===== config.mk =====
export PLATFORM = sky130hd
export DESIGN_NAME = sha256_message_schedule_flat
export DESIGN_NICKNAME = d
export VERILOG_FILES = /design/src/rtl/sha256_message_schedule_pkg.sv /design/src/rtl/sha256_message_schedule_if.sv /design/src/rtl/sha256_sigma_lower.sv /design/src/rtl/sha256_message_schedule.sv /design/src/flat_wrapper.sv
export SDC_FILE = /design/constraint.sdc
export NUM_CORES = 2
export LEC_CHECK = 0
export CAP_MARGIN = 20
export CORE_UTILIZATION = 50
export DETAILED_ROUTE_END_ITERATION = 12
export PLACE_DENSITY_LB_ADDON = 0.25
export SETUP_SLACK_MARGIN = 0.2
export SLEW_MARGIN = 20
export SYNTH_ARGS = -nofsm -noshare
export SYNTH_HDL_FRONTEND = slang
export SYNTH_SLANG_ARGS = --single-unit

===== constraint.sdc =====
create_clock -name clk -period 34.8 [get_ports clk]
set_clock_uncertainty 0.05 [all_clocks]
set_input_delay 6.96 -clock clk [delete_from_list [all_inputs] [get_ports clk]]
set_output_delay 6.96 -clock clk [all_outputs]
set_load 0.005 [all_outputs]

===== src/rtl/sha256_message_schedule_pkg.sv =====
// sha256_message_schedule_pkg: shared SHA-2 schedule state, word type, round count and rotate helper
package sha256_message_schedule_pkg;
  typedef enum logic {IDLE, EXPAND} state_t;
  typedef logic [31:0] word_t;
  localparam int ROUNDS = 64;
  localparam int ROUND_W = $clog2(ROUNDS);
  function automatic word_t rotr(word_t x, int n);
    return (x >> n) | (x << (32 - n));
  endfunction
endpackage


===== src/rtl/sha256_message_schedule_if.sv =====
// sha256_message_schedule_if: block input and schedule-word output handshakes
interface sha256_message_schedule_if;
  import sha256_message_schedule_pkg::*;
  logic [511:0] data_in;
  logic data_in_last;
  logic data_in_valid;
  logic data_in_ready;
  word_t data_out;
  logic [ROUND_W-1:0] data_out_round;
  logic data_out_block_last;
  logic data_out_last;
  logic data_out_valid;
  logic data_out_ready;
  modport master (
    output data_in, data_in_last, data_in_valid, data_out_ready,
    input data_in_ready, data_out, data_out_round, data_out_block_last, data_out_last, data_out_valid
  );
  modport slave (
    input data_in, data_in_last, data_in_valid, data_out_ready,
    output data_in_ready, data_out, data_out_round, data_out_block_last, data_out_last, data_out_valid
  );
endinterface


===== src/rtl/sha256_sigma_lower.sv =====
// sha256_sigma_lower: lower-case SHA-256 sigma, rotate/shift amounts chosen by parameters
module sha256_sigma_lower
  import sha256_message_schedule_pkg::*;
#(
  parameter int R1 = 7,
  parameter int R2 = 18,
  parameter int SH = 3
) (
  input  word_t x,
  output word_t y
);
  assign y = rotr(x, R1) ^ rotr(x, R2) ^ (x >> SH);
endmodule


===== src/rtl/sha256_message_schedule.sv =====
// sha256_message_schedule: expands a 512-bit block into 64 schedule words, one per handshake
module sha256_message_schedule
  import sha256_message_schedule_pkg::*;
(
  input logic clk,
  input logic nrst,
  sha256_message_schedule_if.slave bus
);
  state_t state;
  logic [15:0][31:0] w;
  logic [ROUND_W-1:0] round;
  logic last_q;
  logic ready_q;
  word_t s0;
  word_t s1;
  word_t next_w;
  logic take;
  // w[15] holds W_t, w[0] holds W_t+15
  sha256_sigma_lower #(.R1(7), .R2(18), .SH(3)) u_s0 (.x(w[14]), .y(s0));
  sha256_sigma_lower #(.R1(17), .R2(19), .SH(10)) u_s1 (.x(w[1]), .y(s1));
  assign next_w = s1 + w[6] + s0 + w[15];
  assign take = ready_q && bus.data_in_valid;
  assign bus.data_in_ready = ready_q;
  assign bus.data_out_valid = state == EXPAND;
  assign bus.data_out = w[15];
  assign bus.data_out_round = round;
  assign bus.data_out_block_last = round == ROUND_W'(ROUNDS - 1);
  assign bus.data_out_last = bus.data_out_block_last && last_q;
  always_ff @(posedge clk or posedge nrst)
    if (nrst) begin
      state <= IDLE;
      w <= '0;
      round <= '0;
      last_q <= 1'b0;
      ready_q <= 1'b0;
    end else if (state == IDLE) begin
      ready_q <= !take;
      if (take) begin
        w <= bus.data_in;
        last_q <= bus.data_in_last;
        round <= '0;
        state <= EXPAND;
      end
    end else if (bus.data_out_ready) begin
      w <= {w[14:0], next_w};
      round <= round + 1'b1;
      if (bus.data_out_block_last) begin
        state <= IDLE;
        ready_q <= 1'b1;
      end
    end
endmodule


===== src/flat_wrapper.sv =====
// flat-port wrapper written by rule: the top's interface ports become plain ports
module sha256_message_schedule_flat import sha256_message_schedule_pkg::*;
  (clk, nrst, bus_data_in, bus_data_in_last, bus_data_in_valid, bus_data_out_ready, bus_data_in_ready, bus_data_out, bus_data_out_round, bus_data_out_block_last, bus_data_out_last, bus_data_out_valid);
  sha256_message_schedule_if bus_i ();
  input logic clk;
  input logic nrst;
  input wire logic [$bits(bus_i.data_in)-1:0] bus_data_in;
  input wire logic [$bits(bus_i.data_in_last)-1:0] bus_data_in_last;
  input wire logic [$bits(bus_i.data_in_valid)-1:0] bus_data_in_valid;
  input wire logic [$bits(bus_i.data_out_ready)-1:0] bus_data_out_ready;
  output wire logic [$bits(bus_i.data_in_ready)-1:0] bus_data_in_ready;
  output wire logic [$bits(bus_i.data_out)-1:0] bus_data_out;
  output wire logic [$bits(bus_i.data_out_round)-1:0] bus_data_out_round;
  output wire logic [$bits(bus_i.data_out_block_last)-1:0] bus_data_out_block_last;
  output wire logic [$bits(bus_i.data_out_last)-1:0] bus_data_out_last;
  output wire logic [$bits(bus_i.data_out_valid)-1:0] bus_data_out_valid;
  assign bus_i.data_in = bus_data_in;
  assign bus_i.data_in_last = bus_data_in_last;
  assign bus_i.data_in_valid = bus_data_in_valid;
  assign bus_i.data_out_ready = bus_data_out_ready;
  assign bus_data_in_ready = bus_i.data_in_ready;
  assign bus_data_out = bus_i.data_out;
  assign bus_data_out_round = bus_i.data_out_round;
  assign bus_data_out_block_last = bus_i.data_out_block_last;
  assign bus_data_out_last = bus_i.data_out_last;
  assign bus_data_out_valid = bus_i.data_out_valid;
  sha256_message_schedule u_core (.clk(clk), .nrst(nrst), .bus(bus_i));
endmodule

==> reports/qor.csv <==
stage;metric;value;unit
route;post-route-drc-count;0;
setup_path;r2r-end;u_core.w[341];
layout;drive_above_1_share;0.0374;
worst_hold_path;min_path_type;reg2reg;
setup_path;start_kind;primary input;
sta;fin_ws;22.88;ns
run_status;outcome;completed;
synthesis;async_reset_ff_frac;1.00;
grt;grtUsageMet2;0.541;
worst_hold_path;worstHoldStart;u_core.w[284];
sta;rsz0062_at_grt;false;
sta;worstMarginPinSlew;1.15;ns
sta;final_max_slew_viol_count;0;
synthesis;ys_types;54;
route;ant_nets;0;
worst_hold_path;whs_endpoint;u_core.w[284];
sta;setup_viol;0;
grt;grt_pass1_vias;22500;
setup_path;critPathKind;in2reg;
synthesis;synth.avg_cell_area;9.72;sq um
sta;timing.final.crit_share;0.342;
setup_path;ff2ff_path_depth;8;
clock_tree;post_cts_resized;0;
place;io_buffers;558;
grt;grt_pass1_wl;141000;um
synthesis;synth.cell_area;28400;sq um
clock_tree;cts_setup_buffers;0;
clock_tree;cts-htree-levels;2;
route;drt_iter0_markers;1713;
route;first_pass_iters;6;
sta;hold_violations;0;
flow_run;cap_violations;0;
floorplan;die_area;57800;sq um
synthesis;synth_nets;3535;
setup_path;cp_cell_sequence;clkdlybuf4s50_1, and2_1, nor2_4, buf_16, buf_6, buf_4, buf_4, buf_4, o21ai_0;
sta;tns;0;ns
worst_hold_path;holdPathStages;2;
synthesis;synthTopCellsByCount;563 x nand2_1, 522 x o21ai_0, 521 x dfrtp_1, 487 x mux2i_1, 173 x clkbuf_1;
synthesis;synthCells;2924;
sta;timing.fmax;83.9;MHz
clock_tree;cts_buffers;55;
setup_path;worst-path-buf-inv;6;
route;wirelength;96800;um
synthesis;synthFlopType;dfrtp_1;
grt;met3_usage;0.0715;
sta;fin_crit;11.92;ns
synthesis;synthTopCellsByArea;dfrtp_1 46%, mux2i_1 17%, o21ai_0 9.2%;
grt;top_usage_layer;met2;
clock_tree;cts_hold_buf;0;
floorplan;die_h;240;um
synthesis;yosysTopAreaCell;dfrtp_1;
setup_path;r2r_slack;28.81;ns
layout;syn2layout_area_growth;26.3;%
synthesis;synth_edf_count;0;
setup_path;reg2reg_from;u_core.bus.data_out_valid;
setup_path;cp_slowest_stage_delay;0.91;ns
grt;grt_max_degree;154;
grt;grt_antenna_before_repair;24;
route;drt-wirelength-per-cell;23.5;um
clock_tree;path_clk_slew;0.06;ns
setup_path;startpoint;bus_data_out_ready;
setup_path;cpMostUsedCell;buf_4;
floorplan;num_rows;87;
setup_path;required;35.19;ns
grt;overflow;0;
place;place_ws;21.98;ns
place;hpwl;74200;um
floorplan;floorplan.initialDensity;0.505;
synthesis;yosysMostFrequentCell;nand2_1;
synthesis;yosys_warnings;0;
synthesis;yosysTopAreaCellShare;0.459;
setup_path;cp.arrival;12.31;ns
sta;max_slew_margin;0.231;
route;viasPerCell;5.48;
clock_tree;cts_root_buffer;clkbuf_16;
synthesis;synth_seq_cells;521;
floorplan;core_area;56300;sq um
floorplan;io_pins;559;
setup_path;critPathCaptureType;flop;
clock_tree;cts_sinks;521;
layout;layout.nets;3908;
clock_tree;clock_latency;0.62;ns
route;num_vias;22500;
setup_path;slowest_stage;buf_4;
setup_path;cp_top_family;buffers and inverters;
grt;grtUsageTotal;0.334;
floorplan;die_width;240;um
clock_tree;cts_max_path_buffers;3;
place;routabilityCongestion;0.925;
setup_path;cp_max_fo;134;
grt;grt_util_met1;0.427;
clock_tree;cts_tree;yes;
synthesis;synth-seq-area-share;0.459;
==> flip-flops by register name (all words and copies together), names as in the netlist <==
register	count
u_core.bus.data_in_ready	1
u_core.bus.data_out	32
u_core.bus.data_out_round	6
u_core.bus.data_out_valid	1
u_core.last_q	1
u_core.w	480
==> per-stage QoR <==
step	utilization	cell area [sq um]	cells	hold WS (ns)
after global routing	0.638	35900	4110	0.446
after CTS	0.637	35800	4094	0.430
after global placement	0.604	34000	3995	0.400
final	0.638	35900	4111	0.429
after floorplan	-	28400	2924	0.387
after detailed placement	0.604	34000	3995	0.416
==> layout by cell type, fill, tap and decap left out, types with 16 or more instances in the layout <==
master,instances
a21oi_1,47
buf_4,18
clkbuf_16,56
clkdlybuf4s50_1,558
clkinv_2,16
dfrtp_1,520
diode_2,16
fa_1,62
ha_1,32
inv_1,133
mux2i_1,487
nand2_1,563
nor2_1,20
o21ai_0,522
xnor2_1,123
xor2_1,21
==> logic make-up after synthesis <==
| kind of cell | count (synthesis) | synth area share |
|---|---|---|
| buf+inv | 399 | 0.0593 |
| mux | 487 | 0.171 |
| compound gates | 639 | 0.119 |
| xor+xnor | 144 | 0.0444 |
| fa+ha+maj | 94 | 0.0577 |
| simple gates | 640 | 0.0892 |
| flops | 521 | 0.459 |
==> worst reg2reg max path: cells and delay by family, from the launching register on <==
family | cells | cell delay (ns)
buffers and inverters | 5 | 3.57
and+or+nand+nor | 2 | 1.11
DFF | 1 | 0.79
AOI/OAI and AO/OA | 1 | 0.29
==> layout make-up <==
class / instances / area [sq um]
Antenna cell: 16 / 40.0
Clock buffer: 76 / 1600
Clock inverter: 23 / 245
Fill cell: 4602 / 20400
Inverter: 134 / 510
Multi-Input combinational cell: 2004 / 13700
Sequential cell: 521 / 13000
Tap cell: 756 / 946
Timing Repair Buffer: 581 / 5810
==> routing by layer <==
metal / share of wire / wire [um]
met4: 0.045 / 4400
met2: 0.47 / 45700
met3: 0.069 / 6690
met5: 0.0012 / 112
met1: 0.41 / 39900
==> how the worst max path moves through the flow <==
stage	depth (start not counted)	end	slack, ns
5_1_grt	9	u_core.w[279]	22.47
4_1_cts	8	u_core.w[279]	22.63
3_3_place_gp	8	u_core.w[420]	22.19
2_1_floorplan	1	u_core.bus.data_in_ready	13.24
6_report	9	u_core.w[341]	22.88
3_5_place_dp	8	u_core.w[279]	21.98
Power is left out: the tool's default activity adds up to more than one toggle a clock period on the data nets, which glitch-free logic cannot reach.
